===== src/rtl/tx_feeder.sv =====
// -----------------------------------------------------------------------------
// tx_feeder
//   Circular FIFO that buffers producer words and feeds them, one frame at a
//   time, to a UART transmitter through a request/acknowledge handshake.
//
// Ports
//   CLK        in   clock, rising edge
//   RST        in   asynchronous reset, active low
//   WR_EN      in   producer write strobe (one word per cycle)
//   WR_DATA    in   word to enqueue
//   FULL       out  FIFO holds DEPTH words
//   EMPTY      out  FIFO holds zero words
//   COUNT      out  FIFO occupancy (the word held in P_DATA is not counted)
//   OVERFLOW   out  sticky: a write was attempted while FULL
//   P_DATA     out  registered word presented to the transmitter
//   DATA_VALID out  registered request to the transmitter to accept P_DATA
//   DATA_OK    in   transmitter acknowledge, one cycle
//   Busy       in   transmitter frame-in-progress
//   DBG_STATE  out  control FSM state (IDLE=0, REQ=1, WAIT_BUSY=2, WAIT_DONE=3)
//
// Handshake: the FSM pops the head word into P_DATA when it leaves IDLE and
// raises DATA_VALID for as long as it sits in REQ. DATA_OK is only honoured
// in REQ. After the acknowledge the FSM waits for Busy to rise and then fall
// before it may pop the next word, so frames can never overlap.
// -----------------------------------------------------------------------------
module tx_feeder #(
  parameter int DATA_WIDTH = 8,
  parameter int DEPTH      = 8,
  localparam int AW        = $clog2(DEPTH),
  localparam int CW        = AW + 1
) (
  input  logic                  CLK,
  input  logic                  RST,
  input  logic                  WR_EN,
  input  logic [DATA_WIDTH-1:0] WR_DATA,
  output logic                  FULL,
  output logic                  EMPTY,
  output logic [CW-1:0]         COUNT,
  output logic                  OVERFLOW,
  output logic [DATA_WIDTH-1:0] P_DATA,
  output logic                  DATA_VALID,
  input  logic                  DATA_OK,
  input  logic                  Busy,
  output logic [1:0]            DBG_STATE
);

  typedef enum logic [1:0] {
    IDLE      = 2'd0,
    REQ       = 2'd1,
    WAIT_BUSY = 2'd2,
    WAIT_DONE = 2'd3
  } state_t;

  state_t                state_q, state_d;
  logic [DATA_WIDTH-1:0] mem_q [DEPTH];
  logic [AW-1:0]         wr_ptr_q, wr_ptr_d;
  logic [AW-1:0]         rd_ptr_q, rd_ptr_d;
  logic [CW-1:0]         count_q, count_d;
  logic                  full_q, full_d;
  logic                  empty_q, empty_d;
  logic                  overflow_q, overflow_d;
  logic [DATA_WIDTH-1:0] p_data_q, p_data_d;
  logic                  data_valid_q, data_valid_d;
  logic                  do_write;
  logic                  do_pop;

  // A write to a full FIFO is rejected even when a pop frees a slot in the
  // same cycle; FULL is the registered flag, not a look-ahead.
  assign do_write = WR_EN && !full_q;
  assign do_pop   = (state_q == IDLE) && !empty_q;

  // Storage is not reset; only pointers/count define what is valid.
  always_ff @(posedge CLK) begin
    if (do_write) begin
      mem_q[wr_ptr_q] <= WR_DATA;
    end
  end

  // Datapath next-state: pointers wrap naturally at DEPTH (power of two).
  always_comb begin
    wr_ptr_d   = wr_ptr_q;
    rd_ptr_d   = rd_ptr_q;
    count_d    = count_q;
    overflow_d = overflow_q;
    p_data_d   = p_data_q;
    if (do_write) begin
      wr_ptr_d = wr_ptr_q + AW'(1);
    end
    if (do_pop) begin
      rd_ptr_d = rd_ptr_q + AW'(1);
      p_data_d = mem_q[rd_ptr_q];
    end
    if (WR_EN && full_q) begin
      overflow_d = 1'b1;
    end
    case ({do_write, do_pop})
      2'b10:   count_d = count_q + CW'(1);
      2'b01:   count_d = count_q - CW'(1);
      default: count_d = count_q;
    endcase
    full_d  = (count_d == CW'(DEPTH));
    empty_d = (count_d == '0);
  end

  // Control FSM next-state; DATA_VALID is registered from the next state so
  // it is a clean flop output that is high exactly while the FSM is in REQ.
  always_comb begin
    state_d = state_q;
    case (state_q)
      IDLE:      if (!empty_q) state_d = REQ;
      REQ:       if (DATA_OK)  state_d = WAIT_BUSY;
      WAIT_BUSY: if (Busy)     state_d = WAIT_DONE;
      WAIT_DONE: if (!Busy)    state_d = IDLE;
      default:                 state_d = IDLE;
    endcase
    data_valid_d = (state_d == REQ);
  end

  always_ff @(posedge CLK or negedge RST) begin
    if (!RST) begin
      state_q      <= IDLE;
      wr_ptr_q     <= '0;
      rd_ptr_q     <= '0;
      count_q      <= '0;
      full_q       <= 1'b0;
      empty_q      <= 1'b1;
      overflow_q   <= 1'b0;
      p_data_q     <= '0;
      data_valid_q <= 1'b0;
    end else begin
      state_q      <= state_d;
      wr_ptr_q     <= wr_ptr_d;
      rd_ptr_q     <= rd_ptr_d;
      count_q      <= count_d;
      full_q       <= full_d;
      empty_q      <= empty_d;
      overflow_q   <= overflow_d;
      p_data_q     <= p_data_d;
      data_valid_q <= data_valid_d;
    end
  end

  assign FULL       = full_q;
  assign EMPTY      = empty_q;
  assign COUNT      = count_q;
  assign OVERFLOW   = overflow_q;
  assign P_DATA     = p_data_q;
  assign DATA_VALID = data_valid_q;
  assign DBG_STATE  = state_q;

endmodule


===== config.mk =====
export PLATFORM = sky130hd
export DESIGN_NAME = tx_feeder
export DESIGN_NICKNAME = d
export VERILOG_FILES = /design/src/rtl/tx_feeder.sv
export SDC_FILE = /design/constraint.sdc
export NUM_CORES = 1
export LEC_CHECK = 0
export ABC_AREA = 1
export CORE_ASPECT_RATIO = 0.8
export CORE_UTILIZATION = 55
export CTS_CLUSTER_DIAMETER = 150
export DETAILED_ROUTE_END_ITERATION = 16
export GPL_ROUTABILITY_DRIVEN = 0
export MAX_ROUTING_LAYER = met4
export PLACE_DENSITY = 0.79
export SLEW_MARGIN = 40
export SYNTH_ARGS = -nofsm -noshare
export SYNTH_HDL_FRONTEND = slang
export SYNTH_SLANG_ARGS = --single-unit

===== constraint.sdc =====
create_clock -name CLK -period 5.6 [get_ports CLK]
set_input_delay 1.12 -clock CLK [delete_from_list [all_inputs] [get_ports CLK]]
set_output_delay 1.12 -clock CLK [all_outputs]
set_load 0.01 [all_outputs]

# Word level (Yosys, flattened, before mapping)
# Memories as Yosys holds them, arrays and structs flattened. A register that Yosys moved wholly into a read port is not among the register bits.
# Index checks and enable logic that the tools add are counted.
[classes]
add_sub_neg = 4
n_eq_ne = 7
muxes = 8
n_reduce_logical = 8
[ops]
columns = ["operator", "count"]
rows = [
  ["two-way mux 2 bit", 4],
  ["one-hot mux 2 bit (4 select lines)", 1],
  ["one-hot mux 4 bit (2 select lines)", 1],
  ["adder 3 x 1 -> 3 bit (second input constant)", 2],
  ["== test 2 x 1 -> 1 bit (second input constant)", 3],
  ["== test 2 bit (second input constant)", 3],
  ["adder 4 x 1 -> 4 bit (second input constant)", 1],
  ["== test 4 bit (second input constant)", 1],
  ["logical NOT 4 bit", 1],
  ["subtractor 4 x 1 -> 4 bit (second input constant)", 1],
  ["logical AND 1 bit", 3],
  ["logical NOT 1 bit", 3],
  ["logical NOT 2 bit", 1],
  ["two-way mux 1 bit", 2],
]
[totals]
ff_bits = 16
ram_bits = 64
inputBits = 13
output_inout_bits = 18
wordCells = 36
mem_count = 1
[mem_list]
columns = ["memory", "words", "word_bits", "rd", "rd_ports_with_merged_regs", "wr", "line_no", "text"]
rows = [
  ["mem_q", 8, 8, 1, 1, 1, "55", "logic [DATA_WIDTH-1:0] mem_q [DEPTH];"],
]

# Depth between registers and ports, before layout
# Gate-level depths: netlist of run 1.
[logic_depth]
ltp_word = 5
depth_mapped = 12
ltp_nobuf = 12

# Least setup slack after synthesis of run 1
# Ideal clock, no wire load.
[synth_path]
path_type = "input port to flip-flop"
start = "input WR_EN"
end = "memory mem_q[4][0] (enable)"
setup_ps = 370
t_arrival_ps = 1880
t_required_ps = 5230
slack_ps = 3350
stages = 3
path_buffers = 0
path_cell_list = "nand2_4 > or2_2 > nor2_1"
[synth_via]
elab_chain_len = 3
[synth_lines]
columns = ["element", "line_no", "text"]
rows = [
  ["from (decl)", "34", "input logic WR_EN,"],
  ["logical AND 1 bit", "69", "assign do_write = WR_EN && !full_q;"],
  ["two-way mux 1 bit", "74", "if (do_write) begin"],
  ["two-way mux 1 bit (not written as such)", "75", "mem_q[wr_ptr_q] <= WR_DATA;"],
  ["to (decl)", "55", ""],
]
# Every way passes these cells.

# Final worst setup path of run 1
[layout_path]
start = "input WR_EN"
end = "memory mem_q[2][3] (enable)"
# The elaborated chain is that of the path after synthesis.

==> impl_metrics.json, run 1 <==
{
  "antenna_found_initial": 0,
  "finalInstanceArea_sq_um": 4140,
  "placed_cell_area_sq_um": 3930,
  "worstMarginPinSlew_ns": 0.746,
  "yosysTopAreaCellShare": 0.539,
  "grt_pass1_vias": 2174,
  "r2r-start": "DBG_STATE[1]$_DFF_PN0_",
  "dpl.hpwl_microns": 5190,
  "async_flop_share": 0.273,
  "worst_ir_drop_vdd_mv": 0.205,
  "rows": 25,
  "powerDensity_nw_per_um2": 530,
  "reg2reg_to": "FULL$_DFF_PN0_",
  "drive_gt1_frac": 0.105,
  "status": "finished, final reports clean",
  "ios": 31,
  "synthFlopType": "edfxtp_1",
  "globalRouteTotalUtil": 0.261,
  "cts_tree": "done",
  "fin_nets": 337,
  "syn_nets": 305,
  "cp_max_fo": 8,
  "synth_most_common_cell": "edfxtp_1",
  "drc_errors": 0,
  "period_share": 0.478,
  "grt_overflow": 0,
  "whs_endpoint": "P_DATA[1]$_DFFE_PN0P_",
  "cts.sinks": 88,
  "slew_viol_final": 0,
  "initial_utilization": 0.588,
  "synth_area_sq_um": 3570,
  "antennaDiodeCount": 0,
  "min_from": "P_DATA[1]$_DFFE_PN0P_",
  "timing.final.hold_violations": 0,
  "dr.first_iter.drc_count": 403,
  "die_h_microns": 74.0,
  "syn_to_final_growth_pct": 15.9,
  "synth_edf_count": 64,
  "reg2reg_depth": 9,
  "synth_top_cell_by_area": "edfxtp_1",
  "clk_path_buf_depth": 2,
  "clk_pin_slew_worst_paths_ns": 0.09,
  "synth_cells": 288,
  "cts_resized": 0,
  "fmax_mhz": 374,
  "reg2reg_slack_ns": 3.30,
  "grt_pass1_wl_microns": 12100,
  "vias": 2405,
  "syn_avg_cell_area_sq_um": 12.4,
  "h-tree-depth": 3,
  "wl_per_cell_microns": 19.1,
  "clk_latency_ns": 0.35,
  "synth.distinct_cells": 32,
  "die-area_sq_um": 6820,
  "rsz0062_at_grt": "no",
  "yosysWarnings": 0,
  "core_region_area_sq_um": 6070,
  "clock_skew_ns": 0.00637,
  "io_buffer_count": 30,
  "startpoint_type": "input pin",
  "cts_root_buffer": "clkbuf_8",
  "synth_seq_cells": 88,
  "cts_made_buffers": 9,
  "ctsHoldBuffers": 0,
  "layout_min_cycle_time_ns": 2.68,
  "cp.required_ns": 5.59,
  "hold_path_depth": 2,
  "grt_start_max_net_pins": 35,
  "synthTopCellsByCount": "64 x edfxtp_1, 42 x nor2_1, 38 x nand2_1",
  "tns_ns": 0,
  "yosys-top-cells-area": "edfxtp_1 54%, dfrtp_1 16%, o21ai_0 4.9%",
  "dr.pass1.iters": 5,
  "yosysSeqAreaShare": 0.707,
  "drv_cap": 0,
  "ant_nets": 0,
  "slew_headroom": 0.501,
  "holdCritPathClass": "register to register",
  "drt_wl_total_microns": 7770,
  "die_w_microns": 92.1,
  "p_leak_nw": 1.52,
  "nFillCells": 432,
  "post_cts.repair.setup_buffers": 0,
  "endpoint_kind": "register",
  "crit_type": "input pin to register",
  "viasPerCell": 5.92,
  "cp.arrival_ns": 2.66,
  "finalSetupViolCount": 0
}
[worst max-delay path, cell delays in order]
cell	delay, ns
clkdlybuf4s50_1	0.53
nand2_4	0.11
or2_2	0.35
nor2_1	0.55
[layout make-up]
type | instances | area, sq um | area share
well taps | 81 | 101 | 0.0245
inverters | 16 | 60.1 | 0.0145
flip-flops and latches | 88 | 2520 | 0.610
repair buffers | 31 | 303 | 0.0732
clock buffers | 9 | 124 | 0.0299
clock inverters | 7 | 78.8 | 0.0191
multi-input cells | 174 | 946 | 0.229
[power by group]
group          total (mW)  switching (mW)  leakage, nW  internal, mW
combinational       0.813           0.510        0.556         0.303
sequential          0.938          0.0897        0.871         0.848
clock               0.442           0.232       0.0925         0.210
[logic make-up (layout without fill, tap and decap cells)]
kind of cell               Yosys count  count (layout)  share of synthesized area
AOI/OAI and AO/OA                   68              68                      0.115
xor gates and xnor gates             5               5                     0.0123
adders and majority gates            4               4                     0.0140
buffers and inverters               26              63                     0.0277
DFF                                 88              88                      0.707
and+or+nand+nor                     97              97                      0.124
[how the worst max path moves through the flow]
stage	startpoint	endpoint	slack (ns)	cells after the start
after floorplan	WR_EN	mem_q[4][0]$_DFFE_PP_	3.35	3
after global placement	WR_EN	mem_q[2][2]$_DFFE_PP_	2.61	4
after detailed placement	WR_EN	mem_q[2][2]$_DFFE_PP_	2.55	4
after CTS	WR_EN	mem_q[2][3]$_DFFE_PP_	2.92	4
after global routing	WR_EN	mem_q[6][6]$_DFFE_PP_	2.83	4
final	WR_EN	mem_q[2][3]$_DFFE_PP_	2.92	4
[layout by cell type, fill, tap and decap left out]
cell type,n
edfxtp_1,64
nor2_1,42
nand2_1,38
o21ai_0,35
clkdlybuf4s50_1,29
dfrtp_1,23
inv_1,14
clkbuf_8,9
o22ai_1,8
o221ai_1,8
o211ai_1,8
nand2_2,4
a21oi_1,4
nand3_2,4
ha_1,4
xor2_1,3
clkinvlp_4,3
nand4_1,2
xnor2_1,2
inv_6,2
dfstp_2,1
nor2_4,1
nand2_4,1
nand3_4,1
or2_1,1
a31oi_1,1
nand3_1,1
o21ai_1,1
or2_2,1
a21oi_2,1
nor2_2,1
a211oi_1,1
clkinv_1,1
inv_2,1
a21o_1,1
clkinv_4,1
bufinv_16,1
buf_2,1
buf_4,1
[registers in the layout (all words and copies together), names as in the netlist]
name and cells:
P_DATA 8, COUNT 4, rd_ptr_q 3, mem_q 64, wr_ptr_q 3, EMPTY 1, DATA_VALID 1, DBG_STATE 2
OVERFLOW 1, FULL 1
[metal layers]
metal,part of all wire,vias up,GRT usage
met2,0.43,145,0.358
met4,0.018,0,0.104
met1,0.44,1142,0.380
li1,-,1099,-
met5,0,-,-
met3,0.11,19,0.0583
[stage by stage]
step / power, mW / cells / utilization / hold slack [ns] / setup WS [ns]
2_1_floorplan: 1.45 / 288 / - / 0.493 / 3.35
3_3_place_gp: 1.72 / 390 / 0.649 / 0.457 / 2.61
3_5_place_dp: 1.75 / 390 / 0.648 / 0.466 / 2.55
4_1_cts: 2.19 / 406 / 0.682 / 0.489 / 2.92
5_1_grt: 2.32 / 406 / 0.682 / 0.515 / 2.83
6_report: 2.19 / 406 / 0.682 / 0.485 / 2.92
Power figures use the tool's default switching activity.
==> run 2: changes to the inputs <==
Clock period 5.6 ns to 2.5 ns, I/O delays scaled along.
==> impl_metrics.json, run 2 (synthesized netlist as in run 1, its figures left out) <==
{
  "timing.final.hold_violations": 0,
  "fmax_mhz": 483,
  "cp.arrival_ns": 2.36,
  "grt_overflow": 0,
  "drc_errors": 0,
  "wl_per_cell_microns": 17.2,
  "period_share": 0.828,
  "cts_tree": "done",
  "cp_max_fo": 10,
  "swShare": 0.352,
  "ctsHoldBuffers": 0,
  "p_leak_nw": 1.62,
  "cts.sinks": 88,
  "holdCritPathClass": "register to register",
  "grt_start_max_net_pins": 34,
  "vias": 2396,
  "rows": 25,
  "slew_headroom": 0.560,
  "comb_power_share": 0.366,
  "clock_skew_ns": 0.00883,
  "finalSetupViolCount": 0,
  "die_h_microns": 74.0,
  "worstMarginPinSlew_ns": 0.660,
  "h-tree-depth": 3,
  "pwr-share-clk": 0.240,
  "fin_nets": 349,
  "antennaDiodeCount": 0,
  "clk_path_buf_depth": 2,
  "nFillCells": 425,
  "grt_pass1_wl_microns": 11200,
  "cts_root_buffer": "clkbuf_8",
  "die-area_sq_um": 6820,
  "holdWs_ns": 0.467,
  "cts_resized": 0,
  "worst_ir_drop_vdd_mv": 0.598,
  "dpl.hpwl_microns": 4720,
  "syn_to_final_growth_pct": 20.3,
  "globalRouteTotalUtil": 0.236,
  "core_region_area_sq_um": 6070,
  "crit_type": "register to register",
  "p_sw_mw": 1.84,
  "drive_gt1_frac": 0.131,
  "design_power_total_mw": 5.24,
  "cp.required_ns": 2.79,
  "startpoint_type": "register",
  "antenna_found_initial": 0,
  "viasPerCell": 5.73,
  "p_seq_frac": 0.394,
  "initial_utilization": 0.588,
  "tns_ns": 0,
  "utilization": 0.708,
  "status": "finished, final reports clean",
  "slew_viol_final": 0,
  "layout_min_cycle_time_ns": 2.07,
  "rsz0062_at_grt": "no",
  "top_register": "mem_q",
  "ant_nets": 0,
  "die_w_microns": 92.1,
  "drt_wl_total_microns": 7200,
  "setup_ws_ns": 0.430,
  "final_common_cell": "edfxtp_1",
  "clk_pin_slew_worst_paths_ns": 0.08,
  "clk_latency_ns": 0.36,
  "largest_register_ffs": 64,
  "dr.first_iter.drc_count": 312,
  "p_int_mw": 3.40,
  "layout_common_cells": "64 x edfxtp_1, 42 x nor2_1, 38 x nand2_1",
  "endpoint_kind": "register",
  "post_cts.repair.setup_buffers": 0,
  "drv_cap": 0,
  "powerDensity_nw_per_um2": 1220,
  "grt_pass1_vias": 2169,
  "dr.pass1.iters": 7,
  "place_ws_ns": 0.223,
  "ios": 31,
  "cts_made_buffers": 9,
  "io_buffer_count": 30
}
==> run 2: cell types whose count changed in the layout (fill, tap and decap cells not counted), sizes merged <==
cell and change:
buf +11, bufinv +3, clkdlybuf4s50 +1, clkinvlp -2, inv -1
==> run 2: final timing paths <==
kind	from	end	slack, ns	cells past startpoint
setup / recovery	EMPTY$_DFF_PN1_	FULL$_DFF_PN0_	0.43	10
hold / removal	OVERFLOW$_DFFE_PN0P_	OVERFLOW$_DFFE_PN0P_	0.47	1
setup reg to reg	EMPTY$_DFF_PN1_	FULL$_DFF_PN0_	0.43	10
hold reg to reg	OVERFLOW$_DFFE_PN0P_	OVERFLOW$_DFFE_PN0P_	0.47	1
max in group asynchronous	RST	EMPTY$_DFF_PN1_	1.72	2
min in group asynchronous	RST	P_DATA[2]$_DFFE_PN0P_	0.49	2
==> run 2: cell type report <==
type,count,area [sq um],area share
Clock buffer,9,124,0.0288
Clock inverter,7,141,0.0329
Inverter,16,60.1,0.0140
Multi-Input combinational cell,174,946,0.220
Sequential cell,88,2520,0.588
Tap cell,81,101,0.0236
Timing Repair Buffer,43,398,0.0927
==> run 2: per-stage QoR <==
stage          instance area [sq um]  instances
2_1_floorplan                   3570        288
3_3_place_gp                    4030        402
6_report                        4290        418
5_1_grt                         4290        418
4_1_cts                         4290        418
3_5_place_dp                    4030        402
==> run 2: routing by layer <==
metal	wire length (microns)	track usage
met2	3350	0.354
met5	0	-
met3	650	0.0818
met1	3160	0.316
met4	34	0.0486
==> run 2: critical path: stages (launching register included) <==
cell	delay, ns
dfstp_2	0.56
inv_1	0.11
nand2_2	0.20
inv_1	0.11
ha_1	0.35
inv_1	0.12
nand2_1	0.08
o21ai_0	0.11
nor2_1	0.14
nand3_2	0.10
a21oi_2	0.11
==> run 2: power groups by stage <==
stage                     clock (mW)  combinational (mW)  sequential (mW)
after floorplan                    0                1.11             2.14
after global placement             0                1.81             2.08
after detailed placement           0                1.89             2.09
after CTS                       1.27                1.91             2.07
after global routing            1.33                2.09             2.10
final                           1.26                1.92             2.07
